File: src/rtl/pic_pkg.sv
// Shared types and helpers for the 8259-style priority / in-service stage.
package pic_pkg;

  localparam int         PIC_NUM_IR     = 8;
  localparam logic [2:0] PIC_SPUR_LEVEL = 3'd7;

  typedef logic [2:0] level_t;

  typedef enum logic [1:0] {
    IDLE,
    ACK1,
    ACK2
  } state_t;

  // 0 = highest priority under the current rotation.
  function automatic level_t prio_rank(input level_t lvl, input level_t lowest);
    return lvl - lowest - 3'd1;
  endfunction

  function automatic logic [7:0] level_onehot(input level_t lvl);
    return 8'b1 << lvl;
  endfunction

endpackage

File: src/rtl/pic_priority_resolver.sv
// Rotating-priority encoder: returns the highest-priority set bit of req,
// where priority starts at lowest_prio+1 and wraps mod 8.
module pic_priority_resolver
  import pic_pkg::*;
(
  input  logic [7:0] req,
  input  level_t     lowest_prio,
  output logic       found,
  output level_t     level
);

  level_t idx;

  // Walk from lowest to highest priority so the last hit is the winner.
  always_comb begin
    found = 1'b0;
    level = '0;
    idx   = '0;
    for (int i = PIC_NUM_IR; i >= 1; i--) begin
      idx = lowest_prio + 3'(i);
      if (req[idx]) begin
        found = 1'b1;
        level = idx;
      end
    end
  end

endmodule

File: src/rtl/pic_priority_isr.sv
// Priority resolution, INT generation, two-pulse INTA sequencing, ISR and
// EOI handling for an 8259-compatible interrupt controller.
//
//   state | meaning
//   IDLE  | INT follows the valid winner; first INTA latches the level
//   ACK1  | waiting for the second INTA; IRR frozen
//   ACK2  | vector driven last cycle; release freeze next cycle
module pic_priority_isr
  import pic_pkg::*;
#(
  parameter int         NUM_IR     = PIC_NUM_IR,
  parameter logic [2:0] SPUR_LEVEL = PIC_SPUR_LEVEL
) (
  input  logic              clk,
  input  logic              reset,
  input  logic [NUM_IR-1:0] irr,
  input  logic              inta,
  input  logic [4:0]        vector_base,
  input  logic              aeoi_mode,
  input  logic              rotate_on_aeoi,
  input  logic              eoi_cmd,
  input  logic              eoi_specific,
  input  logic              eoi_rotate,
  input  logic [2:0]        eoi_level,
  output logic              int_req,
  output logic              freeze,
  output logic [NUM_IR-1:0] clear_interrupt_request,
  output logic [NUM_IR-1:0] isr,
  output logic [7:0]        data_out,
  output logic              data_out_en
);

  state_t      state, state_next;
  level_t      lowest_prio, lowest_next;
  level_t      level_q, level_next;
  logic        spurious_q, spurious_next;

  logic        irr_found, isr_found;
  level_t      irr_level, isr_level;
  logic        winner_valid;

  logic        int_req_next, dout_en_next;
  logic [7:0]  clr_next, set_mask, aeoi_clr, eoi_clr, isr_next, data_next;
  logic        aeoi_rot, eoi_rot;
  level_t      eoi_rot_level;

  pic_priority_resolver u_irr_res (
    .req         (irr),
    .lowest_prio (lowest_prio),
    .found       (irr_found),
    .level       (irr_level)
  );

  pic_priority_resolver u_isr_res (
    .req         (isr),
    .lowest_prio (lowest_prio),
    .found       (isr_found),
    .level       (isr_level)
  );

  // Fully nested: a request must strictly outrank everything in service.
  assign winner_valid = irr_found &&
                        (!isr_found ||
                         (prio_rank(irr_level, lowest_prio) < prio_rank(isr_level, lowest_prio)));

  assign freeze = (state != IDLE);

  always_comb begin
    state_next    = state;
    int_req_next  = 1'b0;
    clr_next      = '0;
    set_mask      = '0;
    aeoi_clr      = '0;
    aeoi_rot      = 1'b0;
    dout_en_next  = 1'b0;
    level_next    = level_q;
    spurious_next = spurious_q;
    case (state)
      IDLE: begin
        int_req_next = winner_valid;
        if (inta) begin
          state_next    = ACK1;
          int_req_next  = 1'b0;
          spurious_next = !winner_valid;
          level_next    = winner_valid ? irr_level : SPUR_LEVEL;
          if (winner_valid) begin
            set_mask = level_onehot(irr_level);
            clr_next = set_mask;
          end
        end
      end
      ACK1: begin
        if (inta) begin
          state_next   = ACK2;
          dout_en_next = 1'b1;
          if (aeoi_mode && !spurious_q) begin
            aeoi_clr = level_onehot(level_q);
            aeoi_rot = rotate_on_aeoi;
          end
        end
      end
      ACK2:    state_next = IDLE;
      default: state_next = IDLE;
    endcase
  end

  always_comb begin
    eoi_clr       = '0;
    eoi_rot       = 1'b0;
    eoi_rot_level = isr_level;
    if (eoi_cmd) begin
      if (eoi_specific) begin
        eoi_clr       = level_onehot(eoi_level);
        eoi_rot       = eoi_rotate;
        eoi_rot_level = eoi_level;
      end else if (isr_found) begin
        eoi_clr = level_onehot(isr_level);
        eoi_rot = eoi_rotate;
      end
    end
    // A set on the same bit as a clear wins.
    isr_next    = (isr & ~(eoi_clr | aeoi_clr)) | set_mask;
    lowest_next = eoi_rot ? eoi_rot_level : (aeoi_rot ? level_q : lowest_prio);
    data_next   = dout_en_next ? {vector_base, level_q} : data_out;
  end

  always_ff @(posedge clk or posedge reset) begin
    if (reset) begin
      state                   <= IDLE;
      lowest_prio             <= 3'd7;
      level_q                 <= '0;
      spurious_q              <= 1'b0;
      int_req                 <= 1'b0;
      clear_interrupt_request <= '0;
      isr                     <= '0;
      data_out                <= '0;
      data_out_en             <= 1'b0;
    end else begin
      state                   <= state_next;
      lowest_prio             <= lowest_next;
      level_q                 <= level_next;
      spurious_q              <= spurious_next;
      int_req                 <= int_req_next;
      clear_interrupt_request <= clr_next;
      isr                     <= isr_next;
      data_out                <= data_next;
      data_out_en             <= dout_en_next;
    end
  end

endmodule
File: config.mk
export PLATFORM = sky130hd
export DESIGN_NAME = pic_priority_isr
export DESIGN_NICKNAME = d
export VERILOG_FILES = /design/src/rtl/pic_pkg.sv /design/src/rtl/pic_priority_resolver.sv /design/src/rtl/pic_priority_isr.sv
export SDC_FILE = /design/constraint.sdc
export NUM_CORES = 1
export LEC_CHECK = 0
export BUFFER_PORTS_ARGS = -buffer_cell sky130_fd_sc_hd__buf_2
export CORE_UTILIZATION = 62
export DETAILED_ROUTE_END_ITERATION = 12
export HOLD_SLACK_MARGIN = 0.15
export PLACE_DENSITY = 0.94
export SETUP_SLACK_MARGIN = 0.15
export SLEW_MARGIN = 10
export SYNTH_ARGS = -nofsm -noshare
export SYNTH_HDL_FRONTEND = slang
export SYNTH_SLANG_ARGS = --single-unit
File: constraint.sdc
create_clock -name clk -period 10.85 [get_ports clk]
set_input_delay 0.5425 -clock clk [delete_from_list [all_inputs] [get_ports clk]]
set_output_delay 0.5425 -clock clk [all_outputs]
set_load 0.005 [all_outputs]
[Yosys cells after proc, flatten, opt, wreduce, memory -nomap -nowiden]
Cells that the tools add are included.
Cells by class
  $mul: 0
  shifts and indexed selects: 4
  reduce and logical (&&, ||, !) cells: 11
  bitwise logic cells: 4
  div/mod/pow operators: 0
  multiplexer cells: 91
  equal/unequal tests: 3
  $add $sub $neg: 11
  $lt $le $gt $ge: 9
Operators by type and width (count)
  8-bit 2-to-1 mux: 9
  3-bit 2-to-1 mux: 21
  1-bit binary-select mux with 3-bit select: 16
  1-bit 2-to-1 mux: 42
  3-bit by 4-bit < comparator with 1-bit output (second input constant): 8
  1-bit by 3-bit << shifter with 8-bit output (first input constant): 4
  8-bit bitwise OR: 2
  3-bit adder (second input constant): 4
  8-bit AND: 1
  8-bit inverter: 1
  3-bit by 2-bit adder with 3-bit output (second input constant): 2
  3-bit by 1-bit subtractor with 3-bit output (second input constant): 2
  3-bit subtractor: 2
  2-bit 2-to-1 mux: 2
  2-bit inequality test (second input constant): 2
  2-bit case mux with 2 select lines: 1
  2-bit AND reduction: 2
  2-bit nonzero test: 2
  3-bit by 1-bit adder with 3-bit output (second input constant): 1
  1-bit logical NOT: 3
  3-bit < comparator: 1
  2-bit by 1-bit equality test with 1-bit output (second input constant): 1
  1-bit logical AND: 2
  2-bit logical NOT: 1
  1-bit logical OR: 1
Storage, ports and cells
  bits in read-only memories: 0
  memories: 0
  output and inout port bits: 27
  memory bits (writable): 0
  logic and storage cells: 142
  flip-flop bits (word level): 35
  bits in latches: 0

[Depth between registers and ports, before layout]
  word-level depth: 19
  mapped depth: 24
  mapped depth without buffers: 19

[By module]
A second synthesis with hierarchy kept.
Second synthesis, totals
  cell total of the unflattened synthesis: 336
  area, all modules: 3138.0 um^2
By module, submodules not included
  pic_priority_isr: area an instance 1789.2 um^2, instances 1, cells an instance 182, sequential area each 879.6 um^2
  pic_priority_resolver: area an instance 674.4 um^2, instances 2, cells an instance 77, sequential area each 0.0 um^2

[Worst setup path after synthesis]
Ideal clock, no wire load.
  kind: register to register
  from: reg lowest_prio[1]
  to: reg isr[0]
  stages on the path, launching flop included: 24
  period minus slack after synthesis: 5.856 ns
  arrival time: 5.774 ns
  slack: 4.994 ns
  data required time: 10.767 ns
  setup time: 0.083 ns
  path through: dfstp_2 > buf_2 > clkbuf_1 > inv_1 > ha_1 > buf_2 > clkbuf_1 > mux4_2 > mux2i_1 > o21a_1 > o21ai_1 > a311oi_1 > a211oi_4 > ha_1 > fa_1 > xor2_1 > xnor2_1 > ha_1 > a21o_1 > a32o_1 > nand2b_1 > or2_2 > nand2b_1 > o21ai_0
Between the ends
  longest elaborated chain between the ends: 19
  elaborated cells between the ends (all ways): 91
  those cells by class: add/sub (11); order compare (1); shift (2); mux (70); bitwise (4); reduce/logical (3)
RTL lines
  start, declared: RTL line pic_priority_isr.sv:34  | level_t lowest_prio, lowest_next;
  start signal, assigned: RTL line pic_priority_isr.sv:140  | lowest_prio <= lowest_next;
  3-bit adder / 1-bit binary-select mux with 3-bit select (equally long branches): RTL line pic_priority_resolver.sv:20, pic_priority_resolver.sv:21
  1-bit binary-select mux with 3-bit select / 1-bit 2-to-1 mux (equally long branches): RTL line pic_priority_resolver.sv:21  | if (req[idx]) begin
  1-bit 2-to-1 mux (implied by the code) / 3-bit 2-to-1 mux (equally long branches): RTL line pic_priority_resolver.sv:21
  3-bit 2-to-1 mux (7 in a row): RTL line pic_priority_resolver.sv:21
  3-bit subtractor: RTL line pic_pkg.sv:17  | return lvl - lowest - 3'd1;
  3-bit by 1-bit subtractor with 3-bit output: RTL line pic_pkg.sv:17
  3-bit < comparator: RTL line pic_priority_isr.sv:64  | (prio_rank(irr_level, lowest_prio) < prio_rank(isr_level, lowest_prio)));
  1-bit logical OR: RTL line pic_priority_isr.sv:63  | (!isr_found ||
  1-bit logical AND: RTL line pic_priority_isr.sv:62  | assign winner_valid = irr_found &&
  8-bit 2-to-1 mux: RTL line pic_priority_isr.sv:86  | if (winner_valid) begin
  8-bit 2-to-1 mux: RTL line pic_priority_isr.sv:81  | if (inta) begin
  8-bit 2-to-1 mux: RTL line pic_priority_isr.sv:78  | case (state)
  8-bit bitwise OR (*): RTL line pic_priority_isr.sv:122  | isr_next = (isr & ~(eoi_clr | aeoi_clr)) | set_mask;
  via isr_next[0]: RTL line pic_priority_isr.sv:43  | logic [7:0] clr_next, set_mask, aeoi_clr, eoi_clr, isr_next, data_next;
  end signal, assigned: RTL line pic_priority_isr.sv:145  | isr <= isr_next;
  end, declared: RTL line pic_priority_isr.sv:28  | output logic [NUM_IR-1:0] isr,
The timed path passes the listed nets; every way through them passes the cells marked *. The select of a mux whose other input is x is not followed.
A chain may end at the register's enable or synchronous reset.

[Worst setup path after layout]
  from: reg lowest_prio[0]
  to: reg isr[0]
The elaborated chain is that of the path after synthesis.

==> results.toml <==
[cells_and_area]
layout_common_cells = "51 x nand2_1, 50 x buf_2, 32 x dfrtp_1, 17 x nor2_1"
n_fill_cell = 333
fin_nets = 411
register_area_um2 = 879.6
drive_above_1_share_pct = 27.11
antenna_cells = 0
multi_input_area_um2 = 2213
area_growth_pct = 10.71
layout_commonest_cell = "nand2_1"

[cts]
ctsResizeCount = 0
clk_path_buf_depth = 2
clk_pin_slew_worst_paths_ns = 0.08
htree_levels = 2
cts_buffers = 5
clk-insertion-delay-late_ns = 0.30
postCtsSetupRepairBufs = 0
hold_buffers = 0
cts-root-buf = "clkbuf_8"
cts_tree = "yes"
clock-sinks = 35

[timing]
worst_pin_slew_ns = 0.7707
period_minus_slack_ns = 7.012
relSlewSlack_pct = 48.62
finalClockSkew_ns = 0.01104
finalSetupViolations = 0
fmax_ghz = 0.1426
period_share_pct = 64.63
drv_slew = 0
finalSetupTns_ns = 0
timing_hold_violations_final = 0
grt_setup_unrepaired = "false"

[die]
ioPinCount = 51
rows = 25
start_util_pct = 66.31
core-area_um2 = 4880
dieWidth_um = 74.24
die_h_um = 74.24
dieArea_um2 = 5512

[global_routing]
grt_usage_pct = 34.13
grt_pass1_vias = 2862
antenna_found_initial = 0
grt_pass1_wl_mm = 13.97
grt_max_degree = 36
grt_overflow = 0

[worst_setup_path]
worstSetupPathType = "reg -> reg"
path_cells = "inv_1 > ha_1 > mux4_2 > nand2_1 > a21boi_0 > o21ai_1 > a311oi_1 > a211oi_4 > ha_1 > fa_1 > xor2_1 > xnor2_1 > ha_1 > a21o_1 > a32o_1 > nand2b_1 > or2_2 > nand2b_1 > o21ai_0"
critPathArrivalTime_ns = 7.22
worst-path-max-fanout = 27
cp_top_family = "adder cells"
crit_required_ns = 11.06
crit_path_top_delay_cell = "dfstp_2"
endpoint_kind = "flip-flop"
cp-start-kind = "flip-flop"
cp_common_cell = "ha_1"
path_buf_inv = 1
max_stage_delay_ns = 1.01

[synthesis]
synth_top_area_cell = "dfrtp_1"
synth-edff-count = 0
syn_area_per_cell_um2 = 9.659
yosys_register_bits = 35
syn_area_um2 = 3236
yosysSeqAreaShare_pct = 27.18
synthFlopType = "dfrtp_1"
syn_nets = 367
synth_area_leaders = "dfrtp_1 25%, mux4_2 9.7%, nand2_1 5.9%"
synthArstFlopShare_pct = 100.0
synth_top_area_share_pct = 24.75
syn_inst = 335
ys_types = 67
yosysWarnings = 0

[route]
wl_per_cell_um = 19.72
drtAntennaViolNets = 0
vias_per_cell = 7.031
drc_errors = 0
drtPass1Iterations = 5
wl_mm = 8.815
dr_total_vias = 3143
drt_iter0_markers = 454

[placement]
hpwl_mm = 6.461
portBuffers = 50
gp_routability_congestion = 0.9742

[status]
status = "finished, final reports clean"

[run]
cap_violations = 0

[hold_path]
min_path_type = "in -> async"
## sequential cells by signal (all words and copies together), names as in the netlist
register                 flops
isr                          8
data_out                     8
state                        2
level_q                      3
lowest_prio                  3
spurious_q                   1
clear_interrupt_request      8
int_req                      1
data_out_en                  1
## per-stage QoR
| stage | hold WS, ns | utilization (%) | instance area (µm²) | instances | setup slack (ns) |
|---|---|---|---|---|---|
| 2_1_floorplan | 0.4075 | - | 3236 | 335 | 4.994 |
| 3_5_place_dp | 0.4236 | 71.67 | 3497 | 439 | 3.960 |
| 4_1_cts | 0.3414 | 73.41 | 3582 | 447 | 3.931 |
| 3_3_place_gp | 0.4150 | 71.67 | 3497 | 439 | 4.155 |
| 6_report | 0.3342 | 73.41 | 3582 | 447 | 3.838 |
| 5_1_grt | 0.3792 | 73.41 | 3582 | 447 | 3.448 |
## routing by layer
metal	routed length, µm	global-route usage, %
met5	0	0
met4	305	16.56
met3	855	6.911
met2	4277	55.66
met1	3377	43.91
## worst paths after layout
kind	to	start	slack [ns]	depth (start not counted)
setup reg to reg	isr[0]	lowest_prio[0]	3.84	19
setup / recovery	isr[0]	lowest_prio[0]	3.84	19
hold reg to reg	state[0]	state[1]	0.44	1
hold / removal	isr[4]	reset	0.33	3
max in group asynchronous	lowest_prio[1]	reset	10.17	3
min in group clk	state[0]	state[1]	0.44	1
## tightest hold or removal path, delay by kind of cell
kind | cells | cell delay (ns)
buffers and inverters | 3 | 0.51
## area by class of cell
class	count	area share [%]
flip-flops and latches	35	24.55
clock buffers	6	2.026
repair buffers	51	7.195
well taps	67	2.340
inverters	16	1.746
clock inverters	2	0.3493
multi-input cells	270	61.79
## synthesized netlist by cell type (all sizes together), types with 4 or more instances
master,instances
nand3b,4
nor3,12
clkbuf,7
mux2i,14
ha,6
and2,4
buf,7
o21ai,18
nand2,51
mux2,8
xor2,4
a21oi,12
a221o,4
mux4,20
nand3,9
a211oi,8
o31ai,5
a21o,4
xnor2,7
nand2b,10
inv,15
nor2,17
dfrtp,32
## logic make-up (layout without fill, tap and decap cells)
group / Yosys count / count (layout) / share of synthesized area, %
AOI/OAI and AO/OA: 85 / 85 / 20.65
xor gates and xnor gates: 11 / 11 / 2.977
adders and majority gates: 8 / 8 / 3.558
buffers and inverters: 30 / 75 / 4.408
DFF: 35 / 35 / 27.19
muxes: 42 / 42 / 21.85
and+or+nand+nor: 124 / 124 / 19.37
Power is not shown: default switching activity piles up to over one toggle a cycle in this logic, so the estimate is an artifact.
